==> src/rtl/uart_tx_frame_if.sv <==
// Request/serial bundle for the UART frame transmitter: the master drives the word and
// its framing options, the slave returns the serial line and the busy flag.
interface uart_tx_frame_if #(
    parameter int DATA_WIDTH = 8
);
    logic [DATA_WIDTH-1:0] P_DATA;
    logic                  data_valid;
    logic                  par_en;
    logic                  par_typ;
    logic                  TX_OUT;
    logic                  busy;

    modport master (
        output P_DATA,
        output data_valid,
        output par_en,
        output par_typ,
        input  TX_OUT,
        input  busy
    );

    modport slave (
        input  P_DATA,
        input  data_valid,
        input  par_en,
        input  par_typ,
        output TX_OUT,
        output busy
    );
endinterface

==> src/rtl/uart_tx_frame.sv <==
// UART transmitter: frames a parallel word as start, LSB-first data, optional parity and
// stop, each bit held PRESCALE clocks. TX_OUT and busy come straight from flops.
module uart_tx_frame #(
    parameter int DATA_WIDTH = 8,
    parameter int PRESCALE   = 8
) (
    input  logic          clk,
    input  logic          rst,
    uart_tx_frame_if.slave bus
);
    localparam int CNT_W = (PRESCALE > 1) ? $clog2(PRESCALE) : 1;
    localparam int BIT_W = (DATA_WIDTH > 1) ? $clog2(DATA_WIDTH) : 1;
    localparam logic [CNT_W-1:0] CNT_LAST = CNT_W'(PRESCALE - 1);
    localparam logic [BIT_W-1:0] BIT_LAST = BIT_W'(DATA_WIDTH - 1);

    typedef enum logic [2:0] {
        ST_IDLE   = 3'd0,
        ST_START  = 3'd1,
        ST_DATA   = 3'd2,
        ST_PARITY = 3'd3,
        ST_STOP   = 3'd4
    } state_e;

    state_e                state_q;
    state_e                state_d;
    logic [CNT_W-1:0]      clk_cnt_q;
    logic [CNT_W-1:0]      clk_cnt_d;
    logic [BIT_W-1:0]      bit_cnt_q;
    logic [BIT_W-1:0]      bit_cnt_d;
    logic [DATA_WIDTH-1:0] shift_q;
    logic [DATA_WIDTH-1:0] shift_d;
    logic                  par_en_q;
    logic                  par_en_d;
    logic                  par_bit_q;
    logic                  par_bit_d;
    logic                  tx_q;
    logic                  tx_d;
    logic                  busy_q;
    logic                  busy_d;
    logic                  bit_end_s;
    logic                  last_data_s;

    // Parity bit that goes on the wire: even parity sends the XOR of the data, odd inverts it.
    function automatic logic parity_f(input logic [DATA_WIDTH-1:0] data, input logic odd);
        return (^data) ^ odd;
    endfunction

    assign bit_end_s   = (clk_cnt_q == CNT_LAST);
    assign last_data_s = (bit_cnt_q == BIT_LAST);

    assign bus.TX_OUT = tx_q;
    assign bus.busy   = busy_q;

    always_ff @(posedge clk) begin
        if (rst) begin
            state_q <= ST_IDLE;
            tx_q    <= 1'b1;
            busy_q  <= 1'b0;
        end else begin
            state_q <= state_d;
            tx_q    <= tx_d;
            busy_q  <= busy_d;
        end
    end

    always_comb begin
        state_d = state_q;
        case (state_q)
            ST_IDLE: begin
                if (bus.data_valid) begin
                    state_d = ST_START;
                end else begin
                    state_d = ST_IDLE;
                end
            end
            ST_START: begin
                if (bit_end_s) begin
                    state_d = ST_DATA;
                end else begin
                    state_d = ST_START;
                end
            end
            ST_DATA: begin
                if (bit_end_s && last_data_s) begin
                    state_d = par_en_q ? ST_PARITY : ST_STOP;
                end else begin
                    state_d = ST_DATA;
                end
            end
            ST_PARITY: begin
                if (bit_end_s) begin
                    state_d = ST_STOP;
                end else begin
                    state_d = ST_PARITY;
                end
            end
            ST_STOP: begin
                if (bit_end_s) begin
                    state_d = ST_IDLE;
                end else begin
                    state_d = ST_STOP;
                end
            end
            default: state_d = ST_IDLE;
        endcase
    end

    // Outputs are decoded from the next state so the flopped line leads with the bit it enters.
    always_comb begin
        tx_d   = 1'b1;
        busy_d = 1'b1;
        case (state_d)
            ST_IDLE: begin
                tx_d   = 1'b1;
                busy_d = 1'b0;
            end
            ST_START:  tx_d = 1'b0;
            ST_DATA:   tx_d = shift_d[0];
            ST_PARITY: tx_d = par_bit_d;
            ST_STOP:   tx_d = 1'b1;
            default: begin
                tx_d   = 1'b1;
                busy_d = 1'b0;
            end
        endcase
    end

    always_comb begin
        clk_cnt_d = clk_cnt_q;
        bit_cnt_d = bit_cnt_q;
        shift_d   = shift_q;
        par_en_d  = par_en_q;
        par_bit_d = par_bit_q;
        if (state_q == ST_IDLE) begin
            clk_cnt_d = '0;
            bit_cnt_d = '0;
            if (bus.data_valid) begin
                shift_d   = bus.P_DATA;
                par_en_d  = bus.par_en;
                par_bit_d = parity_f(bus.P_DATA, bus.par_typ);
            end else begin
                shift_d = shift_q;
            end
        end else if (bit_end_s) begin
            clk_cnt_d = '0;
            if (state_q == ST_DATA) begin
                shift_d = shift_q >> 1;
                if (last_data_s) begin
                    bit_cnt_d = '0;
                end else begin
                    bit_cnt_d = bit_cnt_q + BIT_W'(1);
                end
            end else begin
                bit_cnt_d = '0;
            end
        end else begin
            clk_cnt_d = clk_cnt_q + CNT_W'(1);
        end
    end

    always_ff @(posedge clk) begin
        if (rst) begin
            clk_cnt_q <= '0;
            bit_cnt_q <= '0;
            shift_q   <= '0;
            par_en_q  <= 1'b0;
            par_bit_q <= 1'b0;
        end else begin
            clk_cnt_q <= clk_cnt_d;
            bit_cnt_q <= bit_cnt_d;
            shift_q   <= shift_d;
            par_en_q  <= par_en_d;
            par_bit_q <= par_bit_d;
        end
    end
endmodule
==> src/flat_wrapper.sv <==
// flat-port wrapper written by rule: the top's interface ports become plain ports
module uart_tx_frame_flat 
#(
    parameter int DATA_WIDTH = 8,
    parameter int PRESCALE   = 8
)
  (clk, rst, bus_P_DATA, bus_data_valid, bus_par_en, bus_par_typ, bus_TX_OUT, bus_busy);
  uart_tx_frame_if #(.DATA_WIDTH(DATA_WIDTH)) bus_i ();
  input  logic clk;
  input  logic rst;
  input wire logic [$bits(bus_i.P_DATA)-1:0] bus_P_DATA;
  input wire logic [$bits(bus_i.data_valid)-1:0] bus_data_valid;
  input wire logic [$bits(bus_i.par_en)-1:0] bus_par_en;
  input wire logic [$bits(bus_i.par_typ)-1:0] bus_par_typ;
  output wire logic [$bits(bus_i.TX_OUT)-1:0] bus_TX_OUT;
  output wire logic [$bits(bus_i.busy)-1:0] bus_busy;
  assign bus_i.P_DATA = bus_P_DATA;
  assign bus_i.data_valid = bus_data_valid;
  assign bus_i.par_en = bus_par_en;
  assign bus_i.par_typ = bus_par_typ;
  assign bus_TX_OUT = bus_i.TX_OUT;
  assign bus_busy = bus_i.busy;
  uart_tx_frame #(.DATA_WIDTH(DATA_WIDTH), .PRESCALE(PRESCALE)) u_core (.clk(clk), .rst(rst), .bus(bus_i));
endmodule
==> config.mk <==
export PLATFORM = sky130hd
export DESIGN_NAME = uart_tx_frame_flat
export DESIGN_NICKNAME = d
export VERILOG_FILES = /design/src/rtl/uart_tx_frame_if.sv /design/src/rtl/uart_tx_frame.sv /design/src/flat_wrapper.sv
export SDC_FILE = /design/constraint.sdc
export NUM_CORES = 1
export LEC_CHECK = 0
export CAP_MARGIN = 25
export CORE_MARGIN = 2
export CORE_UTILIZATION = 56
export DETAILED_ROUTE_END_ITERATION = 6
export MAX_ROUTING_LAYER = met4
export PLACE_DENSITY = 0.82
export SYNTH_ARGS = -nofsm -noshare
export SYNTH_HDL_FRONTEND = slang
export SYNTH_SLANG_ARGS = --single-unit
==> constraint.sdc <==
create_clock -name clk -period 2.4 [get_ports clk]
set_input_delay 0.6 -clock clk [delete_from_list [all_inputs] [get_ports clk]]
set_output_delay 0.6 -clock clk [all_outputs]
set_load 0.05 [all_outputs]
==> impl_metrics.ini, run 1 <==
[clocking]
ctsHoldBuffers = 0
htreeDepth = 1
insertion_delay_ns = 0.30
clockBufferDepth = 2
clk_pin_slew_ns = 0.11
post_cts_buffers = 0
cts_resized = 0
cts_tree = built
clock-sinks = 21
cts_buffers = 3
cts_root_buf = clkbuf_4

[synthesis]
synth_nets = 126
synth-seq-cells = 21
yosysSeqAreaShare = 0.416
ys_top_cells_by_area = dfxtp_1, ha_1, nand2_1
yosysTopAreaCellShare = 0.416
ys_types = 36
synth_compound_area_frac = 0.198
ys_async_sr_fraction = 0
synth_top_family_by_area = simple AND/OR/NAND/NOR gates
synth_edf_count = 0
synthAdderAreaFrac = 0.0496
synth_top_area_cell = dfxtp_1
synthCells = 109
synth_xor_area_frac = 0.0743
synthMuxAreaShare = 0
yosys.area_share.simple = 0.214
synthFlopType = dfxtp_1
netlist_area_um2 = 1010
avgSynthCellArea_um2 = 9.26
synth_warnings = 0

[route]
met3WireLength_um = 100
wire_per_inst_um = 12.9
m1WireLength_um = 863
drt_pass1_iterations = 5
wl_met2_um = 902
ant_nets = 0
drtIter0Drc = 22
drt-total-wl_mm = 1.91
drc_errors = 0
num_vias = 839
vias_per_cell = 5.67
dr.max_layer_used = met4

[sta]
min_period_ns = 2.03
setup_tns_ns = 0
drv_slew = 0
rsz0062_at_grt = false
slew_headroom = 0.672
finalHoldViolations = 0
tightestPinTransition_ns = 0.490
fmax_mhz = 491
fin_crit_sh = 0.848
final-setup-viol-count = 0
setup_slack_ns = 0.365
fin_skew_ns = 0.00325

[global_routing]
antenna_found_initial = 0
grtUsageTotal = 0.228
grt_pass1_wl_mm = 3.28
grt_max_degree = 12
grt_pass1_vias = 770
grt-ovfl-total = 0

[power]
intPower_w = 0.000491
pwr-share-seq = 0.572
power.density_nw_per_um2 = 553
ir_drop_mv = 0.382
pwr-share-clk = 0.255
power.leakage_nw = 0.455
p_sw_frac = 0.250
p_sw_w = 0.000164
combPwrFrac = 0.173

[critical_path]
crit_chain = clkdlybuf4s50_1
cp_slowest_stage_delay_ns = 0.80
path_delay_family = buffers and inverters
crit_required_ns = 1.80
r2r_end = u_core.bus.TX_OUT
cp-start-kind = register
worst-setup-path-type = reg2out
critical_path_buf_inv_count = 1
cp.arrival_ns = 1.43
crit_path_top_delay_cell = clkdlybuf4s50_1
timing.rr.start = u_core.clk_cnt_q[0]
cp_max_fo = 1
r2r_slack_ns = 0.51
rr_worst_depth = 6
crit_path_end_kind = primary output

[placed_design]
gp_congestion = 0.757
dp_hpwl_mm = 1.49
port_buffers = 14
place_ws_ns = 0.308

[die]
ios = 15
core.rowCount = 15
start_util = 0.591
die_y_um = 46.5
die-area_um2 = 2160
core_um2 = 1710
die_w_um = 46.5

[job]
maxCapViolations = 0

[min_path]
min_path_type = reg2reg
min_from = u_core.clk_cnt_q[0]
whs_path_depth = 1
hold_end = u_core.clk_cnt_q[0]

[final_layout]
drive_gt1_frac = 0.0732
syn2layout_area_growth_pct = 17.1
nets = 141
antennaDiodeCount = 0

[status]
status = finished, final reports clean
## final cells by class
cell class | instances | area (µm²)
fill | 152 | 526
sequential | 21 | 420
clock buffer | 4 | 26.3
multi-input combinational | 80 | 542
timing repair buffer | 16 | 155
tap | 25 | 31.3
inverter | 2 | 7.51
## power by group through the flow
stage               Combinational [W]  Clock (W)  Sequential (W)
floorplan                   0.0000697          0        0.000386
global placement             0.000111          0        0.000381
detailed placement           0.000113          0        0.000382
CTS                          0.000114   0.000170        0.000374
global route                 0.000123   0.000187        0.000376
finish                       0.000113   0.000167        0.000374
## flip-flops by register name (all words and copies together), names as in the netlist
name / flops
u_core.bit_cnt_q: 3
u_core.shift_q: 8
u_core.state_q: 3
u_core.par_en_q: 1
u_core.par_bit_q: 1
u_core.bus.TX_OUT: 1
u_core.bus.busy: 1
u_core.clk_cnt_q: 3
## cell usage after synthesis (3+ instances only)
cell type / number
a21oi_1: 9
a22oi_1: 6
and2_1: 3
dfxtp_1: 21
ha_1: 4
nand2_1: 13
nor2_1: 5
nor2b_1: 5
nor3_1: 3
o21ai_0: 4
xnor2_1: 5
## per-stage QoR
step           instance area, µm²  hold WS, ns  std cells  total power (W)  utilization
2_1_floorplan                1010        0.404        109         0.000455            -
3_3_place_gp                 1160        0.422        144         0.000492        0.677
3_5_place_dp                 1160        0.444        144         0.000495        0.677
4_1_cts                      1180        0.461        148         0.000658        0.692
5_1_grt                      1180        0.478        148         0.000687        0.692
6_report                     1180        0.449        148         0.000654        0.692
## placed cells by master, fill, tap and decap left out, drive strengths merged, types with 2 or more instances in the layout
| master | instances |
|---|---|
| nor3 | 4 |
| nor3b | 2 |
| clkbuf | 4 |
| dfxtp | 21 |
| xnor2 | 5 |
| a21oi | 10 |
| nor2b | 5 |
| a22oi | 6 |
| a22o | 2 |
| ha | 4 |
| and2 | 3 |
| nor2 | 6 |
| inv | 2 |
| buf | 2 |
| o21ai | 5 |
| a31oi | 2 |
| nand2 | 13 |
| clkdlybuf4s50 | 14 |
## per-layer routing
metal,GRT usage,up-vias
li1,-,416
met1,0.287,391
met2,0.344,25
met3,0.0510,7
met4,0.103,0
met5,-,-
## cells by family after synthesis
family                   count (synthesis)
AO/OA/AOI/OAI                           30
XOR/XNOR                                 7
adder cells (fa/ha/maj)                  4
buffers and inverters                    8
flip-flops                              21
AND/OR/NAND/NOR                         39
## how the worst max path moves through the flow
stage                             start                 to  slack [ns]  cells after the start
floorplan           u_core.clk_cnt_q[0]  u_core.bus.TX_OUT        0.82                      7
global placement          bus_P_DATA[2]   u_core.par_bit_q        0.32                      6
detailed placement        bus_P_DATA[7]   u_core.par_bit_q        0.31                      6
CTS                   u_core.bus.TX_OUT         bus_TX_OUT        0.36                      1
global route          u_core.bus.TX_OUT         bus_TX_OUT        0.33                      1
finish                u_core.bus.TX_OUT         bus_TX_OUT        0.37                      1
No activity file was read; power rests on OpenSTA's default activity.
==> run 2: changes to the inputs <==
Settings changed: CORE_UTILIZATION 56 to 52, PLACE_DENSITY 0.82 to 0.77.
Clock period 2.4 ns to 2 ns, I/O delays scaled along.
==> impl_metrics.ini, run 2 (same netlist as run 1, synthesis figures left out) <==
[status]
status = finished, final reports clean

[sta]
slew_headroom = 0.674
final-setup-viol-count = 0
drv_slew = 0
tightestPinTransition_ns = 0.488
min_period_ns = 1.92
finalHoldViolations = 0
fmax_mhz = 520
rsz0062_at_grt = false
fin_skew_ns = 0.00512
fin_crit_sh = 0.962

[die]
core_um2 = 1780
ios = 15
die_w_um = 48.1
start_util = 0.566
die_y_um = 48.1
die-area_um2 = 2310
core.rowCount = 15

[clocking]
clockBufferDepth = 2
post_cts_buffers = 0
htreeDepth = 1
clk_pin_slew_ns = 0.12
insertion_delay_ns = 0.30
cts_resized = 0
cts_buffers = 3
clock-sinks = 21
cts_tree = built
ctsHoldBuffers = 0
cts_root_buf = clkbuf_4

[final_layout]
syn2layout_area_growth_pct = 18.7
fin_util = 0.672
final_cell_area_um2 = 1200
drive_gt1_frac = 0.0960
layout_common_cells = dfxtp_1, clkdlybuf4s50_1, nand2_1, a21oi_1, a22oi_1
nets = 143
largest_reg_flops = 8
antennaDiodeCount = 0
layout_commonest_cell = dfxtp_1
regMostFlops = u_core.shift_q

[global_routing]
grt_pass1_wl_mm = 3.07
grt_max_degree = 13
grt-ovfl-total = 0
grt_pass1_vias = 703
antenna_found_initial = 0
grtUsageTotal = 0.201

[route]
ant_nets = 0
wire_per_inst_um = 12.2
drtIter0Drc = 18
drt_pass1_iterations = 4
num_vias = 805
vias_per_cell = 5.37
drt-total-wl_mm = 1.83
drc_errors = 0

[critical_path]
timing.rr.start = u_core.bit_cnt_q[0]
cp_slowest_stage_delay_ns = 0.79
crit_path_end_kind = primary output
cp_max_fo = 1
crit_path_top_delay_cell = clkdlybuf4s50_1
critical_path_buf_inv_count = 1
crit_path_start = u_core.bus.busy
crit_chain = clkdlybuf4s50_1
crit_required_ns = 1.50
worst-setup-path-type = reg2out
path_delay_family = buffers and inverters
cp-start-kind = register
cp.arrival_ns = 1.42

[placed_design]
port_buffers = 14
dp_hpwl_mm = 1.36
gp_congestion = 0.765
dpl-instance-area_um2 = 1170

[power]
power.leakage_nw = 0.468
power.density_nw_per_um2 = 660
ir_drop_mv = 0.392

[min_path]
min_path_type = reg2reg
min_from = u_core.clk_cnt_q[0]

[job]
maxCapViolations = 0
## run 2: area by class of cell
type / instances / area, µm²
Tap cell: 25 / 31.3
Clock inverter: 1 / 5.00
Clock buffer: 3 / 22.5
Fill cell: 142 / 584
Sequential cell: 21 / 420
Inverter: 2 / 7.51
Multi-Input combinational cell: 80 / 542
Timing Repair Buffer: 18 / 170
## run 2: routing by layer
layer	share of wire	track usage	up-vias
met1	0.48	0.250	366
met2	0.47	0.312	14
li1	-	-	421
met4	0.015	0.0811	0
met5	0	-	-
met3	0.029	0.0453	4
## run 2: worst paths after layout
| kind | end | slack [ns] | cells past startpoint |
|---|---|---|---|
| setup / recovery | bus_busy | 0.08 | 1 |
| hold / removal | u_core.clk_cnt_q[0] | 0.44 | 1 |
| setup reg to reg | u_core.bus.TX_OUT | 0.29 | 7 |
| hold reg to reg | u_core.clk_cnt_q[0] | 0.44 | 1 |
## run 2: worst reg2reg max path: cells and delay by family, from the launching register on
kind | cells | cell delay [ns]
adder cells (fa/ha/maj) | 2 | 0.34
AO/OA/AOI/OAI | 4 | 0.70
flip-flops | 1 | 0.37
AND/OR/NAND/NOR | 1 | 0.21
## run 2: through the flow
stage | power (W) | cells | hold WS (ns) | TNS [ns] | setup WS [ns]
5_1_grt | 0.000824 | 150 | 0.468 | 0 | 0.0206
4_1_cts | 0.000797 | 150 | 0.449 | 0 | 0.0599
3_5_place_dp | 0.000596 | 146 | 0.432 | -0.0468 | -0.0468
2_1_floorplan | 0.000547 | 109 | 0.404 | 0 | 0.416
6_report | 0.000791 | 150 | 0.442 | 0 | 0.0762
3_3_place_gp | 0.000592 | 146 | 0.425 | -0.00386 | -0.00386
## run 2: report_power, final
group,internal [W],switching [W],total [W]
combinational,0.0000750,0.0000628,0.000138
clock,0.0000746,0.000130,0.000205
sequential,0.000438,0.0000106,0.000448
total,0.000587,0.000203,0.000791
==> run 3: changes to the inputs <==
Settings changed: CTS_CLUSTER_DIAMETER from default to 100.
Clock period 2 ns to 1.85 ns, I/O delays scaled along.
==> impl_metrics.ini, run 3 (same netlist as run 1, synthesis figures left out) <==
[clocking]
htreeDepth = 1
post_cts_buffers = 0
cts_root_buf = clkbuf_4
cts_buffers = 3
insertion_delay_ns = 0.29
clockBufferDepth = 2
ctsHoldBuffers = 0
clk_pin_slew_ns = 0.11
clock-sinks = 21
cts_resized = 0
cts_tree = built

[critical_path]
crit_required_ns = 2.09
cp-start-kind = register
critical_path_buf_inv_count = 0
path_delay_family = compound AO/OA/AOI/OAI gates
crit_path_top_delay_cell = dfxtp_1
cp_slowest_stage_delay_ns = 0.35
worst-setup-path-type = reg2reg
cp.arrival_ns = 1.91
crit_chain = ha_1, ha_1, nor2b_1, o21ai_0, a31oi_2, o21ba_2, o21ai_1
cp_max_fo = 4
crit_top_cell = ha_1
crit_path_end_kind = register

[power]
pwr-share-seq = 0.570
power.density_nw_per_um2 = 704
p_sw_frac = 0.250
ir_drop_mv = 0.448
intPower_w = 0.000638
pwr-share-clk = 0.254
power.leakage_nw = 0.470
combPwrFrac = 0.177
p_sw_w = 0.000213

[global_routing]
grt-ovfl-total = 0
grt_pass1_wl_mm = 3.24
grtUsageTotal = 0.215
antenna_found_initial = 0
grt_max_degree = 12
grt_pass1_vias = 743

[sta]
fin_crit_sh = 0.906
tightestPinTransition_ns = 0.475
fin_skew_ns = 0.00137
min_period_ns = 1.68
slew_headroom = 0.681
whs_ns = 0.446
finalHoldViolations = 0
fmax_mhz = 596
drv_slew = 0
setup_tns_ns = 0
rsz0062_at_grt = false
final-setup-viol-count = 0

[placed_design]
dp_hpwl_mm = 1.47
port_buffers = 14
gp_congestion = 0.731

[die]
die-area_um2 = 2310
die_w_um = 48.1
core.rowCount = 15
die_y_um = 48.1
start_util = 0.566
ios = 15
core_um2 = 1780

[route]
num_vias = 823
drt-total-wl_mm = 1.96
drtIter0Drc = 7
vias_per_cell = 5.45
drc_errors = 0
drt_pass1_iterations = 3
ant_nets = 0
wire_per_inst_um = 13.0

[final_layout]
syn2layout_area_growth_pct = 19.7
layout_common_cells = dfxtp_1, nand2_1, clkdlybuf4s50_1, a21oi_1, buf_4
nets = 144
layout_commonest_cell = dfxtp_1
antennaDiodeCount = 0
largest_reg_flops = 8
fin_util = 0.678
drive_gt1_frac = 0.127
regMostFlops = u_core.shift_q

[min_path]
min_path_type = reg2reg

[job]
maxCapViolations = 0

[status]
status = finished, final reports clean
run 3: cell types whose count changed in the layout (fill, tap and decap cells not counted), sizes merged:
| cell | delta |
|---|---|
| clkbuf | +1 |
| clkdlybuf4s50 | -2 |
| buf | +3 |
| clkinv | -1 |
run 3: routing by layer:
layer / global-route usage / vias to the layer above / part of all wire
met5: - / - / 0
met4: 0.0973 / 0 / 0.0072
met3: 0.0453 / 2 / 0.029
met2: 0.336 / 12 / 0.50
met1: 0.266 / 385 / 0.47
li1: - / 424 / -
run 3: worst reg2reg max path: stages (launching register included):
cell and delay, ns:
dfxtp_1 0.35, ha_1 0.20, ha_1 0.21, nor2b_1 0.15
o21ai_0 0.19, a31oi_2 0.16, o21ba_2 0.25, o21ai_1 0.11
run 3: cell type report:
cell class	instances	area, µm²
Sequential cell	21	420
Inverter	2	7.51
Tap cell	25	31.3
Multi-Input combinational cell	80	551
Clock buffer	4	26.3
Fill cell	159	574
Timing Repair Buffer	19	173
run 3: power groups by stage:
stage	clock, W	sequential [W]	combinational (W)
after floorplan	0	0.000500	0.0000904
after global placement	0	0.000494	0.000147
after detailed placement	0	0.000495	0.000150
after CTS	0.000226	0.000485	0.000151
after global routing	0.000244	0.000488	0.000164
final	0.000216	0.000485	0.000150
run 3: path summary, 6_finish.rpt:
| kind | from | to | slack (ns) | cells after the start |
|---|---|---|---|---|
| worst max register to register | u_core.bit_cnt_q[0] | u_core.bus.TX_OUT | 0.17 | 7 |
| worst min-delay path | u_core.clk_cnt_q[0] | u_core.clk_cnt_q[0] | 0.45 | 1 |
| worst max-delay path | u_core.bit_cnt_q[0] | u_core.bus.TX_OUT | 0.17 | 7 |
| worst min register to register | u_core.clk_cnt_q[0] | u_core.clk_cnt_q[0] | 0.45 | 1 |
run 3: metrics by stage:
step	setup slack [ns]	area [µm²]	total power, W	instances
2_1_floorplan	0.266	1010	0.000591	109
3_3_place_gp	-0.105	1170	0.000641	147
3_5_place_dp	-0.117	1170	0.000645	147
4_1_cts	0.110	1200	0.000862	151
5_1_grt	0.0117	1210	0.000896	151
6_report	0.173	1210	0.000851	151
